[src/rtl/multdiv_pkg.sv]
// rtl/multdiv_pkg.sv - shared constants and types for the multdiv_ctrl unit.
package multdiv_pkg;

   localparam int ITERS = 32;

   localparam logic [2:0] S_IDLE      = 3'd0;
   localparam logic [2:0] S_MUL_RUN   = 3'd1;
   localparam logic [2:0] S_DIV_ABS_A = 3'd2;
   localparam logic [2:0] S_DIV_ABS_B = 3'd3;
   localparam logic [2:0] S_DIV_RUN   = 3'd4;
   localparam logic [2:0] S_DIV_NEGQ  = 3'd5;
   localparam logic [2:0] S_DONE      = 3'd6;

   typedef enum logic [1:0] {
      BOOTH_NOP = 2'b00,
      BOOTH_ADD = 2'b01,
      BOOTH_SUB = 2'b10
   } booth_t;

   typedef enum logic [2:0] {
      SEL_BOOTH,
      SEL_NEG_A,
      SEL_NEG_B,
      SEL_DIV_SUB,
      SEL_NEG_Q
   } add_sel_t;

   // pair is {P[0], q_-1}; 00 and 11 both mean no add
   function automatic booth_t booth_decode(input logic [1:0] pair);
      case (pair)
         2'b01:   return BOOTH_ADD;
         2'b10:   return BOOTH_SUB;
         default: return BOOTH_NOP;
      endcase
   endfunction

endpackage

[src/rtl/multdiv_ctrl_if.sv]
// rtl/multdiv_ctrl_if.sv - operand/control/result bundle between execute stage and multdiv_ctrl.
interface multdiv_ctrl_if #(
   parameter int WIDTH = 32
);
   logic [WIDTH-1:0] data_operandA;
   logic [WIDTH-1:0] data_operandB;
   logic             ctrl_MULT;
   logic             ctrl_DIV;
   logic [WIDTH-1:0] data_result;
   logic             data_exception;
   logic             data_resultRDY;
   logic             busy;

   modport master (
      output data_operandA, data_operandB, ctrl_MULT, ctrl_DIV,
      input  data_result, data_exception, data_resultRDY, busy
   );

   modport slave (
      input  data_operandA, data_operandB, ctrl_MULT, ctrl_DIV,
      output data_result, data_exception, data_resultRDY, busy
   );
endinterface

[src/rtl/cla_adder.sv]
// rtl/cla_adder.sv - 32-bit carry-lookahead adder, 4-bit lookahead groups rippling between groups.
module cla_adder (
   input  logic [31:0] i_a,
   input  logic [31:0] i_b,
   input  logic        i_cin,
   output logic [31:0] o_sum,
   output logic        o_cout,
   output logic        o_ovf
);
   logic [31:0] w_g;
   logic [31:0] w_p;
   logic [32:0] w_c;

   assign w_g = i_a & i_b;
   assign w_p = i_a ^ i_b;

   always_comb begin
      w_c    = '0;
      w_c[0] = i_cin;
      for (int k = 0; k < 8; k++) begin
         w_c[4*k+1] = w_g[4*k] | (w_p[4*k] & w_c[4*k]);
         w_c[4*k+2] = w_g[4*k+1] | (w_p[4*k+1] & w_g[4*k])
                    | (w_p[4*k+1] & w_p[4*k] & w_c[4*k]);
         w_c[4*k+3] = w_g[4*k+2] | (w_p[4*k+2] & w_g[4*k+1])
                    | (w_p[4*k+2] & w_p[4*k+1] & w_g[4*k])
                    | (w_p[4*k+2] & w_p[4*k+1] & w_p[4*k] & w_c[4*k]);
         w_c[4*k+4] = w_g[4*k+3] | (w_p[4*k+3] & w_g[4*k+2])
                    | (w_p[4*k+3] & w_p[4*k+2] & w_g[4*k+1])
                    | (w_p[4*k+3] & w_p[4*k+2] & w_p[4*k+1] & w_g[4*k])
                    | (w_p[4*k+3] & w_p[4*k+2] & w_p[4*k+1] & w_p[4*k] & w_c[4*k]);
      end
   end

   assign o_sum  = w_p ^ w_c[31:0];
   assign o_cout = w_c[32];
   assign o_ovf  = w_c[32] ^ w_c[31];
endmodule

[src/rtl/multdiv_seq.sv]
// rtl/multdiv_seq.sv - multdiv FSM and iteration counter driving the shared adder controls.
// Divide states exist only when MULTDIV_DIV_EN is defined.
module multdiv_seq
   import multdiv_pkg::*;
#(
   parameter int CNT_W = 6
) (
   input  logic       clock,
   input  logic       reset,
   input  logic       i_mult,
   input  logic       i_div,
   input  logic [1:0] i_pair,
   output logic [2:0] o_state,
   output add_sel_t   o_sel,
   output logic       o_inv,
   output logic       o_cin,
   output logic       o_add,
   output logic       o_last,
   output logic       o_start_mul,
   output logic       o_start_div,
   output logic       o_busy,
   output logic       o_rdy
);
   localparam logic [CNT_W-1:0] LAST_CNT = CNT_W'(ITERS - 1);

   logic [2:0]       r_state;
   logic [2:0]       w_state_nxt;
   logic [CNT_W-1:0] r_cnt;
   logic [CNT_W-1:0] w_cnt_inc;
   logic             w_carry;
   logic             w_run;
   logic             w_cnt_end;
   booth_t           w_op;

   assign w_op        = booth_decode(i_pair);
   assign w_run       = (r_state == S_MUL_RUN) || (r_state == S_DIV_RUN);
   assign w_cnt_end   = (r_cnt == LAST_CNT);
   assign o_last      = w_run && w_cnt_end;
   assign o_start_mul = (r_state == S_IDLE) && i_mult;
   assign o_state     = r_state;
   assign o_busy      = (r_state != S_IDLE);
   assign o_rdy       = (r_state == S_DONE);

`ifdef MULTDIV_DIV_EN
   assign o_start_div = (r_state == S_IDLE) && i_div && !i_mult;
`else
   logic w_unused_div;
   assign w_unused_div = i_div;
   assign o_start_div  = 1'b0;
`endif

   // bitwise increment so the shared adder stays the only arithmetic unit
   always_comb begin
      w_carry   = 1'b1;
      w_cnt_inc = '0;
      for (int i = 0; i < CNT_W; i++) begin
         w_cnt_inc[i] = r_cnt[i] ^ w_carry;
         w_carry      = w_carry & r_cnt[i];
      end
   end

   always_comb begin
      w_state_nxt = r_state;
      case (r_state)
         S_IDLE: begin
            if (o_start_mul)      w_state_nxt = S_MUL_RUN;
            else if (o_start_div) w_state_nxt = S_DIV_ABS_A;
         end
         S_MUL_RUN:   if (w_cnt_end) w_state_nxt = S_DONE;
`ifdef MULTDIV_DIV_EN
         S_DIV_ABS_A: w_state_nxt = S_DIV_ABS_B;
         S_DIV_ABS_B: w_state_nxt = S_DIV_RUN;
         S_DIV_RUN:   if (w_cnt_end) w_state_nxt = S_DIV_NEGQ;
         S_DIV_NEGQ:  w_state_nxt = S_DONE;
`endif
         S_DONE:      w_state_nxt = S_IDLE;
         default:     w_state_nxt = S_IDLE;
      endcase
   end

   always_comb begin
      o_sel = SEL_BOOTH;
      o_inv = 1'b0;
      o_cin = 1'b0;
      o_add = 1'b0;
      case (r_state)
         S_MUL_RUN: begin
            o_add = (w_op != BOOTH_NOP);
            o_inv = (w_op == BOOTH_SUB);
            o_cin = (w_op == BOOTH_SUB);
         end
`ifdef MULTDIV_DIV_EN
         S_DIV_ABS_A: begin o_sel = SEL_NEG_A;   o_inv = 1'b1; o_cin = 1'b1; end
         S_DIV_ABS_B: begin o_sel = SEL_NEG_B;   o_inv = 1'b1; o_cin = 1'b1; end
         S_DIV_RUN:   begin o_sel = SEL_DIV_SUB; o_inv = 1'b1; o_cin = 1'b1; end
         S_DIV_NEGQ:  begin o_sel = SEL_NEG_Q;   o_inv = 1'b1; o_cin = 1'b1; end
`endif
         default: ;
      endcase
   end

   always_ff @(posedge clock) begin
      if (reset) begin
         r_state <= S_IDLE;
         r_cnt   <= '0;
      end else begin
         r_state <= w_state_nxt;
         r_cnt   <= (w_run && !w_cnt_end) ? w_cnt_inc : '0;
      end
   end
endmodule

[src/rtl/multdiv_ctrl.sv]
// rtl/multdiv_ctrl.sv - multi-cycle signed Booth multiplier sharing one cla_adder over 32 iterations.
// Signed restoring divide is added when MULTDIV_DIV_EN is defined.
module multdiv_ctrl
   import multdiv_pkg::*;
#(
   parameter int WIDTH = 32,
   parameter int CNT_W = 6
) (
   input  logic          clock,
   input  logic          reset,
   multdiv_ctrl_if.slave bus
);
   logic [WIDTH-1:0]   r_a;
   logic [WIDTH-1:0]   r_b;
   logic [2*WIDTH-1:0] r_p;
   logic               r_q;
   logic [WIDTH-1:0]   r_result;
   logic               r_exc;

   logic [2:0]         w_state;
   add_sel_t           w_sel;
   logic               w_inv, w_cin, w_add, w_last;
   logic               w_start_mul, w_start_div, w_busy, w_rdy;
   logic [WIDTH-1:0]   w_a, w_b, w_b_adj, w_sum, w_sum_hi;
   logic               w_cout, w_ovf, w_shin;
   logic [2*WIDTH-1:0] w_p_mul;

   multdiv_seq #(.CNT_W(CNT_W)) u_seq (
      .clock       (clock),
      .reset       (reset),
      .i_mult      (bus.ctrl_MULT),
      .i_div       (bus.ctrl_DIV),
      .i_pair      ({r_p[0], r_q}),
      .o_state     (w_state),
      .o_sel       (w_sel),
      .o_inv       (w_inv),
      .o_cin       (w_cin),
      .o_add       (w_add),
      .o_last      (w_last),
      .o_start_mul (w_start_mul),
      .o_start_div (w_start_div),
      .o_busy      (w_busy),
      .o_rdy       (w_rdy)
   );

   // In division r_p holds {remainder, quotient}; a shifted-in remainder is the trial minuend
   always_comb begin
      w_a = r_p[2*WIDTH-1:WIDTH];
      w_b = r_a;
      case (w_sel)
         SEL_NEG_A:   begin w_a = '0; w_b = r_a; end
         SEL_NEG_B:   begin w_a = '0; w_b = r_b; end
         SEL_DIV_SUB: begin w_a = {r_p[2*WIDTH-2:WIDTH], r_p[WIDTH-1]}; w_b = r_b; end
         SEL_NEG_Q:   begin w_a = '0; w_b = r_p[WIDTH-1:0]; end
         default: ;
      endcase
   end

   assign w_b_adj = w_inv ? ~w_b : w_b;

   cla_adder u_add (
      .i_a    (w_a),
      .i_b    (w_b_adj),
      .i_cin  (w_cin),
      .o_sum  (w_sum),
      .o_cout (w_cout),
      .o_ovf  (w_ovf)
   );

   // sum[31]^ovf is the true sign of the 33-bit sum, keeping the shift exact at the extremes
   assign w_sum_hi = w_add ? w_sum : r_p[2*WIDTH-1:WIDTH];
   assign w_shin   = w_add ? (w_sum[WIDTH-1] ^ w_ovf) : r_p[2*WIDTH-1];
   assign w_p_mul  = {w_shin, w_sum_hi, r_p[WIDTH-1:1]};

`ifdef MULTDIV_DIV_EN
   logic r_neg, r_div0, r_dovf;
`else
   logic w_unused_cout;
   assign w_unused_cout = w_cout;
`endif

   always_ff @(posedge clock) begin
      if (reset) begin
         r_a      <= '0;
         r_b      <= '0;
         r_p      <= '0;
         r_q      <= 1'b0;
         r_result <= '0;
         r_exc    <= 1'b0;
`ifdef MULTDIV_DIV_EN
         r_neg    <= 1'b0;
         r_div0   <= 1'b0;
         r_dovf   <= 1'b0;
`endif
      end else begin
         case (w_state)
            S_IDLE: begin
               if (w_start_mul) begin
                  r_a <= bus.data_operandA;
                  r_b <= bus.data_operandB;
                  r_p <= {{WIDTH{1'b0}}, bus.data_operandB};
                  r_q <= 1'b0;
               end
`ifdef MULTDIV_DIV_EN
               else if (w_start_div) begin
                  r_a    <= bus.data_operandA;
                  r_b    <= bus.data_operandB;
                  r_p    <= '0;
                  r_neg  <= bus.data_operandA[WIDTH-1] ^ bus.data_operandB[WIDTH-1];
                  r_div0 <= (bus.data_operandB == '0);
                  r_dovf <= (bus.data_operandA == {1'b1, {(WIDTH-1){1'b0}}})
                         && (bus.data_operandB == {WIDTH{1'b1}});
               end
`endif
            end
            S_MUL_RUN: begin
               r_p <= w_p_mul;
               r_q <= r_p[0];
               if (w_last) begin
                  r_result <= w_p_mul[WIDTH-1:0];
                  r_exc    <= !((&w_p_mul[2*WIDTH-1:WIDTH-1]) || !(|w_p_mul[2*WIDTH-1:WIDTH-1]));
               end
            end
`ifdef MULTDIV_DIV_EN
            S_DIV_ABS_A: r_p <= {{WIDTH{1'b0}}, (r_a[WIDTH-1] ? w_sum : r_a)};
            S_DIV_ABS_B: if (r_b[WIDTH-1]) r_b <= w_sum;
            S_DIV_RUN:   r_p <= {(w_cout ? w_sum : w_a), r_p[WIDTH-2:0], w_cout};
            S_DIV_NEGQ: begin
               r_result <= r_div0 ? '0 : (r_neg ? w_sum : r_p[WIDTH-1:0]);
               r_exc    <= r_div0 || r_dovf;
            end
`endif
            default: ;
         endcase
      end
   end

   assign bus.data_result    = r_result;
   assign bus.data_exception = r_exc;
   assign bus.data_resultRDY = w_rdy;
   assign bus.busy           = w_busy;
endmodule
[src/flat_wrapper.sv]
// flat-port wrapper written by rule: the top's interface ports become plain ports
module multdiv_ctrl_flat import multdiv_pkg::*;
#(
   parameter int WIDTH = 32,
   parameter int CNT_W = 6
)
  (clock, reset, bus_data_operandA, bus_data_operandB, bus_ctrl_MULT, bus_ctrl_DIV, bus_data_result, bus_data_exception, bus_data_resultRDY, bus_busy);
  multdiv_ctrl_if #(.WIDTH(WIDTH)) bus_i ();
  input  logic clock;
  input  logic reset;
  input wire logic [$bits(bus_i.data_operandA)-1:0] bus_data_operandA;
  input wire logic [$bits(bus_i.data_operandB)-1:0] bus_data_operandB;
  input wire logic [$bits(bus_i.ctrl_MULT)-1:0] bus_ctrl_MULT;
  input wire logic [$bits(bus_i.ctrl_DIV)-1:0] bus_ctrl_DIV;
  output wire logic [$bits(bus_i.data_result)-1:0] bus_data_result;
  output wire logic [$bits(bus_i.data_exception)-1:0] bus_data_exception;
  output wire logic [$bits(bus_i.data_resultRDY)-1:0] bus_data_resultRDY;
  output wire logic [$bits(bus_i.busy)-1:0] bus_busy;
  assign bus_i.data_operandA = bus_data_operandA;
  assign bus_i.data_operandB = bus_data_operandB;
  assign bus_i.ctrl_MULT = bus_ctrl_MULT;
  assign bus_i.ctrl_DIV = bus_ctrl_DIV;
  assign bus_data_result = bus_i.data_result;
  assign bus_data_exception = bus_i.data_exception;
  assign bus_data_resultRDY = bus_i.data_resultRDY;
  assign bus_busy = bus_i.busy;
  multdiv_ctrl #(.WIDTH(WIDTH), .CNT_W(CNT_W)) u_core (.clock(clock), .reset(reset), .bus(bus_i));
endmodule
[config.mk]
export PLATFORM = sky130hd
export DESIGN_NAME = multdiv_ctrl_flat
export DESIGN_NICKNAME = d
export VERILOG_FILES = /design/src/rtl/multdiv_pkg.sv /design/src/rtl/multdiv_ctrl_if.sv /design/src/rtl/cla_adder.sv /design/src/rtl/multdiv_seq.sv /design/src/rtl/multdiv_ctrl.sv /design/src/flat_wrapper.sv
export SDC_FILE = /design/constraint.sdc
export NUM_CORES = 1
export LEC_CHECK = 0
export ABC_AREA = 1
export BUFFER_PORTS_ARGS = -buffer_cell sky130_fd_sc_hd__buf_4
export CAP_MARGIN = 20
export CORE_UTILIZATION = 29
export CTS_CLUSTER_SIZE = 28
export DETAILED_ROUTE_END_ITERATION = 10
export PLACE_DENSITY_LB_ADDON = 0.1
export SLEW_MARGIN = 30
export SYNTH_ARGS = -nofsm -noshare
export SYNTH_HDL_FRONTEND = slang
export SYNTH_SLANG_ARGS = --single-unit
[constraint.sdc]
create_clock -name clock -period 14.7 [get_ports clock]
set_input_delay 0.735 -clock clock [delete_from_list [all_inputs] [get_ports clock]]
set_output_delay 0.735 -clock clock [all_outputs]
set_load 0.02 [all_outputs]
Word level (Yosys, flattened, before mapping)

Index checks and enable logic that the tools add are counted.

Output and inout bits: 35
Memories: 0
Register bits after elaboration: 139
Latch bits: 0
ROM bits: 0
RAM bits: 0
Logic and storage cells: 273
Bits of input ports: 68

Multiplexer cells: 13
Add/subtract/negate cells: 0
Order comparisons: 0
Shift-type cells: 0
Multiply operators: 0
Reductions and logical operators: 19
Bitwise operators: 225
Eq/ne operators: 9
Div/mod/pow operators: 0

Operators with widths:

| cell                                                | number |
|---|---|
| AND 1 bit                                           | 132 |
| one-hot mux 64 bit (2 select lines)                 | 1 |
| bitwise OR 1 bit                                    | 80 |
| two-way mux 32 bit                                  | 2 |
| two-way mux 64 bit                                  | 1 |
| bitwise XOR 32 bit                                  | 2 |
| AND reduction 33 bit                                | 1 |
| OR reduction 33 bit                                 | 1 |
| AND 32 bit                                          | 1 |
| NOT 32 bit                                          | 1 |
| AND reduction 2 bit                                 | 4 |
| bitwise XOR 1 bit                                   | 7 |
| equality test 3 bit, second input constant          | 2 |
| equality test 6 x 5 -> 1 bit, second input constant | 1 |
| two-way mux 3 bit                                   | 2 |
| one-hot mux 3 bit (2 select lines)                  | 1 |
| equality test 2 bit, second input constant          | 2 |
| two-way mux 1 bit                                   | 4 |
| inequality test 2 bit, second input constant        | 2 |
| one-hot mux 2 bit (2 select lines)                  | 1 |
| nonzero test 2 bit                                  | 2 |
| equality test 3 x 1 -> 1 bit, second input constant | 1 |
| logical AND 1 bit                                   | 3 |
| zero test 1 bit                                     | 3 |
| 7 further kinds                                     | 9 |

Logic depth before layout (Yosys ltp)

Depth after elaboration: 32
Gate-level depth with buffers: 40
Gate-level depth less buffers: 40

Cells and area by module

A second synthesis with hierarchy kept.

Cell total of the unflattened synthesis: 1486
Area, all modules: 9938.3 sq um

By module, submodules not included:

| module       | seq. area each (sq um) | cells each | times used | area an instance (sq um) |
|---|---|---|---|---|
| multdiv_ctrl | 3243.1                 | 1244       | 1          | 8151.6 |
| cla_adder    | 0.0                    | 186        | 1          | 1361.3 |
| multdiv_seq  | 160.2                  | 56         | 1          | 425.4 |

Least setup slack after synthesis

Ideal clock, no wire load.

Path type: register to register
Start: register u_core.r_q
End: register u_core.r_exc (netlist: u_core.bus.data_exception)
Data arrival time: 4.711 ns
Data required time: 14.582 ns
Stages on the path, launching flop included: 37
Path buffers: 1
Path slack: 9.871 ns
Library setup time: 0.118 ns
Clock period less this slack: 4.829 ns
Cells stage by stage: dfxtp_1 inv_1 ha_1 inv_1 nor2_1 buf_1 xor2_1 ha_1 a21o_1 a21oi_1 nand2_2 nand2_2 nand2_2 nand2_2 nand2_4 nand2_2 nand2_2 nand2_2 nand2_4 nand2_2 nand2_2 fa_1 xor2_1 o21ai_0 nand2_1 nor2_1 nand4_1 nor2_1 nand4_1 nor2_1 nand3_1 nor3_1 nand3_1 nor2_1 nand2_1 nand3_1 a21oi_2

Word-level cells in the longest chain between the ends: 32
Elaborated cells on any way between the ends: 228
Classes of those cells: eq/ne: 3; mux: 6; bitwise: 213; reduce/logical: 6

RTL lines:

| what                                                                       | line                                 | source |
|---|---|---|
| start, declared                                                            | multdiv_ctrl.sv:16                   | `logic r_q;` |
| start signal, assigned                                                     | multdiv_ctrl.sv:118                  | `r_q <= r_p[0];` |
| equality test 2 bit / equality test 2 x 1 -> 1 bit (equally long branches) | multdiv_pkg.sv:30                    | `case (pair)` |
| one-hot mux 2 bit (2 select lines) *                                       | multdiv_pkg.sv:30                    |  |
| equality test 2 bit                                                        | multdiv_seq.sv:89, multdiv_seq.sv:90 |  |
| two-way mux 1 bit                                                          | multdiv_seq.sv:86                    | `case (r_state)` |
| two-way mux 32 bit                                                         | multdiv_ctrl.sv:59                   | `assign w_b_adj = w_inv ? ~w_b : w_b;` |
| bitwise XOR 32 bit / AND 32 bit (equally long branches)                    | cla_adder.sv:15, cla_adder.sv:14     |  |
| AND 1 bit (on tied branches)                                               | n/a                                  |  |
| bitwise OR 1 bit, or another cell as far along                             | cla_adder.sv:27                      | `w_c[4*k+4] = w_g[4*k+3] \| (w_p[4*k+3] & w_g[4*k+2])` |
| [... 16 more ...]                                                          | n/a                                  |  |
| bitwise OR 1 bit (on tied branches)                                        | cla_adder.sv:26, cla_adder.sv:30     |  |
| bitwise XOR 32 bit / bitwise XOR 1 bit (equally long branches)             | cla_adder.sv:34, cla_adder.sv:36     |  |
| bitwise XOR 1 bit                                                          | multdiv_ctrl.sv:72                   | `assign w_shin = w_add ? (w_sum[WIDTH-1] ^ w_ovf) : r_p[2*WIDTH-1];` |
| two-way mux 1 bit                                                          | multdiv_ctrl.sv:72                   |  |
| OR reduction 33 bit                                                        | multdiv_ctrl.sv:121                  | `r_exc <= !((&w_p_mul[2*WIDTH-1:WIDTH-1]) \|\| !(\|w_p_mul[2*WIDTH-1:WIDTH-1]));` |
| zero test 1 bit                                                            | multdiv_ctrl.sv:121                  |  |
| logical OR 1 bit *                                                         | multdiv_ctrl.sv:121                  |  |
| zero test 1 bit *                                                          | multdiv_ctrl.sv:121                  |  |
| end signal, assigned                                                       | multdiv_ctrl.sv:121                  |  |
| end, declared                                                              | multdiv_ctrl.sv:18                   | `logic r_exc;` |

Every way passes the cells marked *; elsewhere a longest branch is shown, timed or not.
A chain may end at the register's enable or synchronous reset.

Worst setup path after layout

Ends and elaborated chain as after synthesis.

==> metrics.cfg <==
[finish]
fillers=2745
syn2layout_area_growth_pct=22.3
final_layout_size_suffix_gt1_frac=0.151
n_antenna_cell=0
fin_nets=1217
final_util=0.360

[sta]
skew_ns=0.0122
rsz0062_at_grt=no
setup_tns_ns=0
relSlewSlack=0.426
hold_slack_ns=0.427
min_period_over_period=0.392
setup_violations=0
drv_slew=0
tightest_slew_ns=0.860
fmax_ghz=0.174
final_hold_viol_count=0
fin_crit_ns=5.76
setup_ws_ns=8.94

[pwr]
leakage_nw=4.09
switching_share=0.317
p_per_area_nw_per_um2=111
switchingPower_mw=0.319
clkPwrFrac=0.420
p_seq_frac=0.406
p_int_mw=0.687
vdd_drop_max_mv=0.0554
power_frac_comb=0.173

[critical_path]
critical_path.slowest_cell=nor2_4
crit_top_cell=nand2_2
r2r_slack_ns=8.94
setup.worst_path.start=u_core.r_q
crit_path_end_kind=flip-flop
critPathMaxFanout=18
reg2regPathDepth=40
cp.arrival_ns=6.04
required_ns=14.98
crit_type=reg2reg
cp-endpoint=u_core.bus.data_exception
r2r_start=u_core.r_q
r2r-end=u_core.bus.data_exception
cp-start-kind=flip-flop
max_stage_delay_ns=0.54

[placed_design]
dpl_worst_slack_ns=8.74
dp_hpwl_mm=12.8
io_buffer_count=101
gp_congestion=0.761

[synth]
synth.avg_cell_area_sq_um=7.20
synth_edf_count=0
synthCells=1026
synth-seq-area-share=0.374
syn_nets=1138
synth_seq_cells=138
syn-cell-area_sq_um=7390
synthTopCellsByArea=dfxtp_1, nand2_1, nor2_1
synth_async_sr_flop_share=0
synth_top_area_frac=0.374
synthDistinctLibCells=37
synth.largest_area_cell=dfxtp_1
ys_top_cells_by_count=nand2_1, nor2_1, dfxtp_1
ys.flop_type=dfxtp_1
synth.most_common_cell=nand2_1
yosysWarnings=0

[hold_path]
hold_depth=1
hold_path_class=reg2reg

[clocking]
clock-sinks=138
path_clk_slew_ns=0.07
cts_tree=built
clk_path_buf_depth=2
root_buffer=clkbuf_16
postCtsSetupRepairBufs=0
cts_resized=0
hold_buffers=0
htree_levels=4
cts_inserted_buffers=17
clk_latency_ns=0.43

[global_route]
grt_max_degree=78
gr-usage-all-layers=0.155
grt_pass1_wl_mm=32.3
antenna_found_initial=0
grt_pass1_vias=6448
overflow=0

[detailed_routing]
detail_route.wl_per_cell_microns=13.4
via_per_inst=4.53
vias=6561
ant_nets=0
routed_wl_mm=19.4
firstDrtPassIters=4
drcViolationCount=0
drtIter0Drc=286

[die]
die_area_sq_um=26100
start_util=0.294
coreArea_sq_um=25100
rows=58
die_w_microns=162
io-pin-count=103
die_h_microns=162

[job]
drv_cap=0

[status]
run_status=finished, final reports clean

-- cells by family (layout without fill, tap and decap cells) --
| kind of cell | count (synthesis) | in the layout | synth area share |
|---|---|---|---|
| DFF | 138 | 138 | 0.374 |
| xor gates and xnor gates | 41 | 41 | 0.0486 |
| adders and majority gates | 44 | 44 | 0.0816 |
| and+or+nand+nor | 447 | 447 | 0.251 |
| AOI/OAI and AO/OA | 195 | 195 | 0.161 |
| buffers and inverters | 161 | 253 | 0.0835 |
-- sequential cells by signal (all words and copies together), names as in the netlist --
register / count
u_core.r_p: 64
u_core.bus.data_exception: 1
u_core.r_q: 1
u_core.u_seq.o_state: 2
u_core.r_a: 32
u_core.u_seq.r_cnt: 6
u_core.bus.data_result: 32
-- worst min-delay path by stage --
stage	startpoint	endpoint	slack [ns]
2_1_floorplan	u_core.u_seq.r_cnt[0]	u_core.u_seq.r_cnt[0]	0.40
3_3_place_gp	u_core.u_seq.r_cnt[0]	u_core.u_seq.r_cnt[0]	0.42
3_5_place_dp	u_core.u_seq.r_cnt[0]	u_core.u_seq.r_cnt[0]	0.42
4_1_cts	u_core.u_seq.r_cnt[0]	u_core.u_seq.r_cnt[0]	0.43
5_1_grt	u_core.u_seq.r_cnt[0]	u_core.u_seq.r_cnt[0]	0.45
6_report	u_core.u_seq.r_cnt[0]	u_core.u_seq.r_cnt[0]	0.43
-- per-stage QoR --
step	instance area [sq um]	instances	total power [mW]
2_1_floorplan	7390	1026	0.543
3_3_place_gp	8450	1416	0.595
3_5_place_dp	8450	1416	0.595
4_1_cts	9030	1448	1.03
5_1_grt	9030	1448	1.07
6_report	9030	1448	1.01
-- power by group through the flow --
| stage | sequential (mW) | combinational [mW] | clock, mW |
|---|---|---|---|
| 6_report | 0.409 | 0.174 | 0.423 |
| 5_1_grt | 0.412 | 0.201 | 0.453 |
| 4_1_cts | 0.409 | 0.178 | 0.438 |
| 3_5_place_dp | 0.418 | 0.177 | 0 |
| 3_3_place_gp | 0.418 | 0.178 | 0 |
| 2_1_floorplan | 0.415 | 0.128 | 0 |
-- worst max-delay path, delay by kind of cell, from the launching register on --
| kind | cells | cell delay (ns) |
|---|---|---|
| XOR/XNOR | 1 | 0.15 |
| adder cells (fa/ha/maj) | 3 | 0.81 |
| AND/OR/NAND/NOR | 30 | 3.30 |
| AO/OA/AOI/OAI | 2 | 0.42 |
| flip-flops | 1 | 0.30 |
| buffers and inverters | 4 | 0.59 |
-- cell type report --
class                   instances  area [sq um]  share of cell area
clock buffers                  17           425              0.0471
clock inverters                15           155              0.0172
inverters                     109           409              0.0453
multi-input cells             727          4030               0.446
flip-flops and latches        138          2760               0.306
well taps                     330           413              0.0457
repair buffers                112           841              0.0931
-- routing by layer --
layer  up-vias  share of wire  GRT usage  wire length [microns]
met5         -              0          0                      0
met3        13          0.043     0.0395                    835
met2        83           0.44      0.253                   8620
met1      2948           0.50      0.203                   9760
met4         0         0.0092     0.0425                    178
li1       3517              -          -                      -
-- placed cells by master (no fill, tap or decap), types with 6 or more instances in the layout --
cell type / n
ha_1: 37
fa_1: 7
o21ai_0: 61
nand2_2: 11
clkbuf_16: 17
inv_1: 107
o22ai_1: 12
buf_4: 112
nand3_1: 54
nor2_1: 138
xnor2_1: 6
a211oi_1: 62
nor3_1: 11
nand2_1: 212
a21oi_1: 47
nand4_1: 6
dfxtp_1: 138
xor2_1: 35
Note: power is estimated with default switching activity, not from simulation.
